### src/rtl/instr_pkg.sv
// instr_pkg: shared definitions for the instruction loader.
//   - packet field positions inside the 24-bit config address
//   - command opcodes carried in the data byte of a command packet
//   - word packer state encoding and lane helpers
package instr_pkg;

  // address field layout
  localparam int CMD_BIT = 23;
  localparam int ID_MSB  = 22;
  localparam int ID_LSB  = 16;

  // command opcodes
  localparam logic [7:0] OPC_START = 8'h01;
  localparam logic [7:0] OPC_CLEAR = 8'h02;

  // byte lanes per instruction word
  localparam int NUM_LANES = 4;
  localparam int LANE_W    = 8;
  localparam int WORD_W    = NUM_LANES * LANE_W;

  // ASSEMBLE <=> at least one lane of a word is pending
  typedef enum logic {
    ST_IDLE     = 1'b0,
    ST_ASSEMBLE = 1'b1
  } ld_state_e;

  // one-hot lane select
  function automatic logic [NUM_LANES-1:0] lane_bit(input logic [1:0] lane);
    logic [NUM_LANES-1:0] b;
    b       = '0;
    b[lane] = 1'b1;
    return b;
  endfunction

endpackage

### src/rtl/word_packer.sv
// word_packer: assembles little-endian byte writes into 32-bit words.
//   clk, reset    : clock, synchronous active-high reset
//   byte_vld      : accepted, in-range data byte this cycle
//   flush         : drop any partial word (CLEAR command)
//   lane, waddr   : byte lane and word address of the byte
//   din           : data byte
//   done          : word completes this cycle (combinational)
//   done_addr     : word address of the completed word
//   done_data     : completed word including the current byte
//   err_hit       : address-change or premature lane-3 error this cycle
module word_packer
  import instr_pkg::*;
#(
  parameter int MEM_AW = 10
) (
  input  logic              clk,
  input  logic              reset,
  input  logic              byte_vld,
  input  logic              flush,
  input  logic [1:0]        lane,
  input  logic [MEM_AW-1:0] waddr,
  input  logic [7:0]        din,
  output logic              done,
  output logic [MEM_AW-1:0] done_addr,
  output logic [WORD_W-1:0] done_data,
  output logic              err_hit
);

  ld_state_e                state_q, state_d;
  logic [NUM_LANES-1:0]     mask_q, mask_d;
  logic [WORD_W-1:0]        data_q, data_d;
  logic [MEM_AW-1:0]        pend_q, pend_d;

  logic                     addr_chg;
  logic [NUM_LANES-1:0]     base_mask;
  logic [NUM_LANES-1:0]     new_mask;

  always_comb begin
    state_d   = state_q;
    mask_d    = mask_q;
    data_d    = data_q;
    pend_d    = pend_q;
    done      = 1'b0;
    err_hit   = 1'b0;
    addr_chg  = 1'b0;
    base_mask = mask_q;
    new_mask  = mask_q;

    if (flush) begin
      mask_d  = '0;
      state_d = ST_IDLE;
    end else if (byte_vld) begin
      // a byte for a different word abandons the partial one and
      // restarts assembly from an empty mask with this byte
      addr_chg  = (state_q == ST_ASSEMBLE) && (waddr != pend_q);
      base_mask = addr_chg ? '0 : mask_q;
      new_mask  = base_mask | lane_bit(lane);
      data_d[lane*LANE_W +: LANE_W] = din;
      pend_d    = waddr;
      if (lane == 2'd3) begin
        // lane 3 always closes the word, complete or not
        mask_d  = '0;
        state_d = ST_IDLE;
        if (new_mask == '1) done = 1'b1;
        else                err_hit = 1'b1;
      end else begin
        mask_d  = new_mask;
        state_d = ST_ASSEMBLE;
      end
      if (addr_chg) err_hit = 1'b1;
    end
  end

  assign done_addr = waddr;
  assign done_data = data_d;

  always_ff @(posedge clk) begin
    if (reset) begin
      state_q <= ST_IDLE;
      mask_q  <= '0;
      data_q  <= '0;
      pend_q  <= '0;
    end else begin
      state_q <= state_d;
      mask_q  <= mask_d;
      data_q  <= data_d;
      pend_q  <= pend_d;
    end
  end

endmodule

### src/rtl/instr_loader.sv
// instr_loader: consumes the instruction-config byte stream, keeps packets
// for this operator, builds 32-bit instruction words and writes them into
// the operator's local instruction memory; decodes start/clear commands.
//   clk, reset     : clock, synchronous active-high reset
//   instr_wr_en_in : byte strobe, no backpressure
//   addr           : [23] command, [22:16] target id, [15:0] byte address
//   din            : data byte or command opcode
//   mem_we/addr/wdata : registered instruction memory write port
//   start, clear   : one-cycle command pulses
//   word_cnt       : words written since reset/clear, saturating
//   err            : sticky error, cleared by reset or CLEAR
module instr_loader
  import instr_pkg::*;
#(
  parameter logic [6:0] OP_ID  = 7'd0,
  parameter int         MEM_AW = 10,
  parameter int         CNT_W  = 16
) (
  input  logic              clk,
  input  logic              reset,
  input  logic              instr_wr_en_in,
  input  logic [23:0]       addr,
  input  logic [7:0]        din,
  output logic              mem_we,
  output logic [MEM_AW-1:0] mem_addr,
  output logic [31:0]       mem_wdata,
  output logic              start,
  output logic              clear,
  output logic [CNT_W-1:0]  word_cnt,
  output logic              err
);

  // packet classification
  logic hit, is_cmd, oor;
  logic data_vld, cmd_start, cmd_clear, cmd_bad;

  assign hit    = instr_wr_en_in && (addr[ID_MSB:ID_LSB] == OP_ID);
  assign is_cmd = addr[CMD_BIT];
  // byte address beyond the instruction memory
  assign oor    = (addr[15:0] >> (MEM_AW + 2)) != 16'd0;

  assign data_vld  = hit && !is_cmd && !oor;
  assign cmd_start = hit &&  is_cmd && (din == OPC_START);
  assign cmd_clear = hit &&  is_cmd && (din == OPC_CLEAR);
  assign cmd_bad   = hit &&  is_cmd && !cmd_start && !cmd_clear;

  logic              pk_done, pk_err;
  logic [MEM_AW-1:0] pk_addr;
  logic [31:0]       pk_data;

  word_packer #(.MEM_AW(MEM_AW)) u_packer (
    .clk       (clk),
    .reset     (reset),
    .byte_vld  (data_vld),
    .flush     (cmd_clear),
    .lane      (addr[1:0]),
    .waddr     (addr[MEM_AW+1:2]),
    .din       (din),
    .done      (pk_done),
    .done_addr (pk_addr),
    .done_data (pk_data),
    .err_hit   (pk_err)
  );

  logic              mem_we_q, mem_we_d;
  logic [MEM_AW-1:0] mem_addr_q, mem_addr_d;
  logic [31:0]       mem_wdata_q, mem_wdata_d;
  logic              start_q, start_d;
  logic              clear_q, clear_d;
  logic [CNT_W-1:0]  word_cnt_q, word_cnt_d;
  logic              err_q, err_d;

  always_comb begin
    mem_we_d    = pk_done;
    mem_addr_d  = mem_addr_q;
    mem_wdata_d = mem_wdata_q;
    start_d     = cmd_start;
    clear_d     = cmd_clear;
    word_cnt_d  = word_cnt_q;
    err_d       = err_q;

    // address/data hold their last written value between writes
    if (pk_done) begin
      mem_addr_d  = pk_addr;
      mem_wdata_d = pk_data;
    end

    if (cmd_clear) begin
      word_cnt_d = '0;
      err_d      = 1'b0;
    end else begin
      if (pk_done && (word_cnt_q != '1)) word_cnt_d = word_cnt_q + CNT_W'(1);
      if (pk_err || cmd_bad || (hit && !is_cmd && oor)) err_d = 1'b1;
    end
  end

  always_ff @(posedge clk) begin
    if (reset) begin
      mem_we_q    <= 1'b0;
      mem_addr_q  <= '0;
      mem_wdata_q <= '0;
      start_q     <= 1'b0;
      clear_q     <= 1'b0;
      word_cnt_q  <= '0;
      err_q       <= 1'b0;
    end else begin
      mem_we_q    <= mem_we_d;
      mem_addr_q  <= mem_addr_d;
      mem_wdata_q <= mem_wdata_d;
      start_q     <= start_d;
      clear_q     <= clear_d;
      word_cnt_q  <= word_cnt_d;
      err_q       <= err_d;
    end
  end

  assign mem_we    = mem_we_q;
  assign mem_addr  = mem_addr_q;
  assign mem_wdata = mem_wdata_q;
  assign start     = start_q;
  assign clear     = clear_q;
  assign word_cnt  = word_cnt_q;
  assign err       = err_q;

endmodule
### config.mk
export PLATFORM = sky130hd
export DESIGN_NAME = instr_loader
export DESIGN_NICKNAME = d
export VERILOG_FILES = /design/src/rtl/instr_pkg.sv /design/src/rtl/word_packer.sv /design/src/rtl/instr_loader.sv
export SDC_FILE = /design/constraint.sdc
export NUM_CORES = 1
export LEC_CHECK = 0
export CORE_UTILIZATION = 54
export DETAILED_ROUTE_END_ITERATION = 12
export HOLD_SLACK_MARGIN = 0.03
export PLACE_DENSITY = 0.87
export SLEW_MARGIN = 20
export SYNTH_ARGS = -nofsm -noshare
export SYNTH_HDL_FRONTEND = slang
export SYNTH_SLANG_ARGS = --single-unit
### constraint.sdc
create_clock -name clk -period 3.8 [get_ports clk]
set_clock_uncertainty 0.2 [all_clocks]
set_input_delay 0.57 -clock clk [delete_from_list [all_inputs] [get_ports clk]]
set_output_delay 0.57 -clock clk [all_outputs]
set_load 0.02 [all_outputs]
# --- Yosys cells after proc, flatten, opt, wreduce, memory -nomap -nowiden ---
# Index checks and enable logic that the tools add are counted.
totals:
  reg_bits: 109
  output_inout_bits: 62
  elab_cells: 64
op_classes:
  addsub: 2
  order_cmp: 2
  eq_ne: 6
  n_shift: 2
  mux: 17
  bitwise: 2
  reduce_logical: 22
op_table:
  columns: ["op", "n"]
  rows:
  - ["$mux 32", 2]
  - ["$neg 5->34", 1]
  - ["$shift 8x34->32 const A", 1]
  - ["$shiftx 8x34->32", 1]
  - ["$bwmux 32", 1]
  - ["$add 16x1->16 const B", 1]
  - ["$ne 16x16->1 const B", 1]
  - ["$reduce_bool 16->1", 1]
  - ["$logic_and 1x1->1", 12]
  - ["$mux 1", 11]
  - ["$ne 10x10->1", 1]
  - ["$eq 8x1->1 const B", 1]
  - ["$eq 8x2->1 const B", 1]
  - ["$mux 4", 2]
  - ["$logic_not 7->1", 1]
  - ["$eq 4x4->1 const B", 1]
  - ["$logic_not 1->1", 4]
  - ["$or 4x4->4", 1]
  - ["$lt 2x3->1 const B", 1]
  - ["$demux 1 s2", 1]
  - ["$eq 2x2->1 const B", 1]
  - ["$ge 2x1->1 const B", 1]
  - ["$logic_or 1x1->1", 2]
  - ["$reduce_and 2->1", 1]
  - ["2 further kinds", 2]

# --- Depth between registers and ports, before layout ---
logic_depth:
  ltp_word: 13
  mapped_depth: 11
  mapped_depth_nobuf: 8

# --- By module ---
# A second synthesis with hierarchy kept.
unflattened:
  cells_unflattened: 467
  area_unflattened_um2: 4588.2
modules_own_cells:
  columns: ["mod", "instances", "cells_per_inst", "area_per_inst_um2", "seq_area_each_um2"]
  rows:
  - ["instr_loader", 1, 251, 2436.1, 1241.2]
  - ["word_packer", 1, 216, 2152.1, 920.9]

# --- Worst setup path before layout ---
# OpenSTA, ideal clock, no wires.
synth_path:
  path_type: "in2reg"
  from: "in addr[0]"
  to: "reg word_cnt_q[10], in the netlist word_cnt[10]"
  setup_ps: 70
  t_arrival_ps: 2361
  required_ps: 3530
  setup_slack_ps: 1169
  path_stages: 9
  cell_sequence: "inv_1 ha_1 clkbuf_1 o22ai_1 nor2_1 nand4_1 and2_0 or4_1 a21oi_1"
synth_via:
  elab_chain_cells: 11
  word_cells_on_any_way: 13
synth_lines:
  columns: ["element", "line_no", "text"]
  rows:
  - ["start: declaration", "instr_loader.sv:22", "input logic [23:0] addr,"]
  - ["$lt 2x3->1 (implied by the code) or $ge 2x1->1 (tied branches)", "instr_pkg.sv:31", "b[lane] = 1'b1;"]
  - ["$logic_and 1x1->1 (implied by the code)", "instr_pkg.sv:31", null]
  - ["$mux 1 (implied by the code)", "instr_pkg.sv:31", null]
  - ["$demux 1 s2", null, null]
  - ["$or 4x4->4", "word_packer.sv:57", "new_mask = base_mask | lane_bit(lane);"]
  - ["$eq 4x4->1", "word_packer.sv:64", "if (new_mask == '1) done = 1'b1;"]
  - ["$mux 1", "word_packer.sv:64", null]
  - ["$mux 1 (*)", "word_packer.sv:60", "if (lane == 2'd3) begin"]
  - ["$mux 1 (*)", "word_packer.sv:52", "end else if (byte_vld) begin"]
  - ["$mux 1 (*)", "word_packer.sv:49", "if (flush) begin"]
  - ["$logic_and 1x1->1 (*)", "instr_loader.sv:92", "if (pk_done && (word_cnt_q != '1)) word_cnt_d = word_cnt_q + CNT_W'(1);"]
  - ["end signal: assignment", "instr_loader.sv:112", "word_cnt_q <= word_cnt_d;"]
  - ["end: declaration", "instr_loader.sv:70", "logic [CNT_W-1:0] word_cnt_q, word_cnt_d;"]
# Every way passes the cells marked *; elsewhere a longest branch is shown, timed or not.
# A chain may end at the register's enable or synchronous reset.

# --- Worst setup path after layout ---
layout_path:
  from: "in addr[5]"
  to: "reg word_cnt_q[10], in the netlist word_cnt[10]"
layout_via:
  elab_chain_cells: 10
layout_lines:
  columns: ["element", "line_no", "text"]
  rows:
  - ["$ne 10x10->1", "word_packer.sv:55", "addr_chg = (state_q == ST_ASSEMBLE) && (waddr != pend_q);"]
  - ["$logic_and 1x1->1", "word_packer.sv:55", null]
  - ["$mux 4", "word_packer.sv:56", "base_mask = addr_chg ? '0 : mask_q;"]
  - ["$or 4x4->4", "word_packer.sv:57", null]
  - ["$eq 4x4->1", "word_packer.sv:64", null]
  - ["$mux 1", "word_packer.sv:64", null]
  - ["$mux 1", "word_packer.sv:60", null]
  - ["$mux 1", "word_packer.sv:52", null]
  - ["$mux 1", "word_packer.sv:49", null]
  - ["$logic_and 1x1->1", "instr_loader.sv:92", null]
# Every way passes these cells.

==> flow_summary.json <==
{
  "grt_use_total_pct": 25.1,
  "peakVddDrop_v": 0.000219,
  "die_h_um": 92.7,
  "antenna_found_initial": 0,
  "async_flop_share_pct": 0,
  "fin_area_um2": 5670,
  "tns_ns": 0,
  "slew_headroom_pct": 38.4,
  "tritoncts": "built",
  "crit_type": "in2reg",
  "synth-main-ff-cell": "dfxtp_1",
  "rsz0062_at_grt": "false",
  "grt_pass1_wl_um": 17500,
  "placedCellCount": 712,
  "cts_htree_levels": 3,
  "critPathLaunchType": "input port",
  "setup_violations": 0,
  "hpwlAfterDp_um": 7550,
  "critPathArrivalTime_ns": 3.22,
  "yosysUniqueCellTypes": 47,
  "cts_setup_buffers": 0,
  "hold_class": "reg2reg",
  "synth-seq-area-share_pct": 47.8,
  "synth_common_cells": "106 x dfxtp_1, 97 x nor2_1, 77 x nand2_1",
  "syn_area_um2": 4440,
  "synthesis.nets": 576,
  "crit_path_start": "addr[5]",
  "cts.clk_slew.worst_paths_ns": 0.11,
  "dieArea_um2": 8580,
  "clkLatencyLatePin_ns": 0.36,
  "hold_buffers": 0,
  "nets": 662,
  "status": "finished clean",
  "power_density_nw_per_um2": 329,
  "wirelength_um": 10600,
  "r2r_start": "u_packer.pend_q[9]",
  "finalCriticalPeriod_ns": 3.12,
  "ios": 97,
  "worstMarginPinSlew_ns": 0.920,
  "grt_pass1_vias": 3829,
  "initial_core_util_pct": 56.6,
  "regArea_um2": 2120,
  "hold_violations": 0,
  "synth_edf_count": 0,
  "die-width_um": 92.7,
  "numClockSinks": 106,
  "dpl-instance-area_um2": 5480,
  "num_rows": 32,
  "critPathMaxFanout": 6,
  "yosysTopAreaCell": "dfxtp_1",
  "drive_gt1_share_pct": 6.07,
  "setup.worst_path.end_class": "flip-flop",
  "ctsResizeCount": 0,
  "cts-buffers-inserted": 9,
  "fillers": 586,
  "vias": 4057,
  "portBuffers": 96,
  "viasPerCell": 5.57,
  "worstHoldStart": "u_packer.mask_q[3]",
  "core_area_um2": 7850,
  "synthMostInstantiatedCell": "dfxtp_1",
  "final_max_slew_viol_count": 0,
  "area_growth_syn_to_layout_pct": 27.8,
  "grt_max_degree": 85,
  "overflow": 0,
  "detail-route-antenna-nets": 0,
  "syn_avg_cell_area_um2": 8.30,
  "synth_top_cells_by_area": "dfxtp_1 48%, nor2_1 8.2%, nand2_1 6.5%, a21oi_1 6.3%, a211oi_1 4.1%",
  "p_leak_nw": 1.99,
  "synth_cells": 535,
  "drtIter0Drc": 194,
  "max_freq_mhz": 320,
  "gp_congestion": 0.906,
  "drc": 0,
  "synth_seq_cells": 106,
  "drt-pass1-iter-count": 4,
  "multi_input_area_um2": 2150,
  "ys_warn_count": 0,
  "root_buffer": "clkbuf_8",
  "critPathRequiredTime_ns": 3.90,
  "netlist.area_leader.share_pct": 47.8,
  "drv_cap": 0,
  "num_antenna_cells": 0,
  "clockBufferDepth": 2,
  "period_share_pct": 82.2,
  "wl_per_cell_um": 14.5,
  "final_cell_count_no_fill": 728
}
==> sequential cells by signal, summed over array words and instances, names as in the netlist <==
signal / cells
mem_wdata: 32
u_packer.data_q: 29
word_cnt: 16
mem_addr: 10
u_packer.pend_q: 10
u_packer.mask_q: 4
clear: 1
err: 1
mem_we: 1
start: 1
u_packer.state_q: 1
==> worst max-delay path: stages <==
cell and delay, ns:
clkdlybuf4s50_1 0.48, xor2_1 0.18, nor4_1 0.53, nand4_1 0.42, and2_0 0.37, or4_1 0.52, a21oi_1 0.15
==> cell usage in the layout, fill, tap and decap left out, drive strengths merged, types with 4 or more instances in the layout <==
master and n:
dfxtp 106, nor2 97, clkdlybuf4s50 95, nand2 78, a21oi 57, a211oi 24
nand3 18, buf 13, mux2i 11, xor2 10, a21o 10, clkbuf 9
nor3b 8, nand3b 8, inv 8, nor4 7, o21ai 6, ha 6
a31oi 5, nand4 5, nor3 4, or4 4, and2 4, clkinv 4
==> cells by family (layout without fill, tap and decap cells) <==
logic type,after synthesis,count (layout),synth area share [%]
compound gates,115,115,16.3
xor+xnor,13,13,2.57
fa+ha+maj,6,6,1.69
buf+inv,39,130,3.92
flops,106,106,47.8
mux,11,11,2.48
simple gates,245,245,25.2
==> per-stage QoR <==
stage	util, %	hold slack (ns)	total power, W	setup WS, ns
after global placement	69.9	0.223	0.00124	0.494
after detailed placement	69.9	0.233	0.00124	0.385
after floorplan	-	0.212	0.00118	1.17
final	72.3	0.247	0.00187	0.678
after CTS	72.3	0.247	0.00187	0.742
after global routing	72.3	0.268	0.00192	0.525
==> area by class of cell <==
class                      instances  share of cell area, %
multi-input combinational        390                   38.0
sequential                       106                   37.4
timing repair buffer             108                   18.7
tap                              102                   2.25
clock buffer                       9                   2.18
clock inverter                     7                   1.13
inverter                           6                  0.397
==> report_power, final <==
group	switching (W)	internal [W]	total, W
Clock	0.000399	0.000250	0.000649
Combinational	0.0000585	0.0000492	0.000108
Sequential	0.0000000565	0.00111	0.00111
==> final timing paths <==
check / end / slack (ns) / cells after the start
max: word_cnt[10] / 0.68 / 7
min: u_packer.mask_q[3] / 0.25 / 2
max reg2reg: word_cnt[10] / 1.03 / 6
min reg2reg: u_packer.mask_q[3] / 0.25 / 2
==> per-layer routing <==
layer	track usage, %	routed length, µm
met5	0	0
met4	10.1	284
met3	3.28	590
met2	42.8	5100
met1	32.2	4600
No activity file was read; power rests on OpenSTA's default activity.
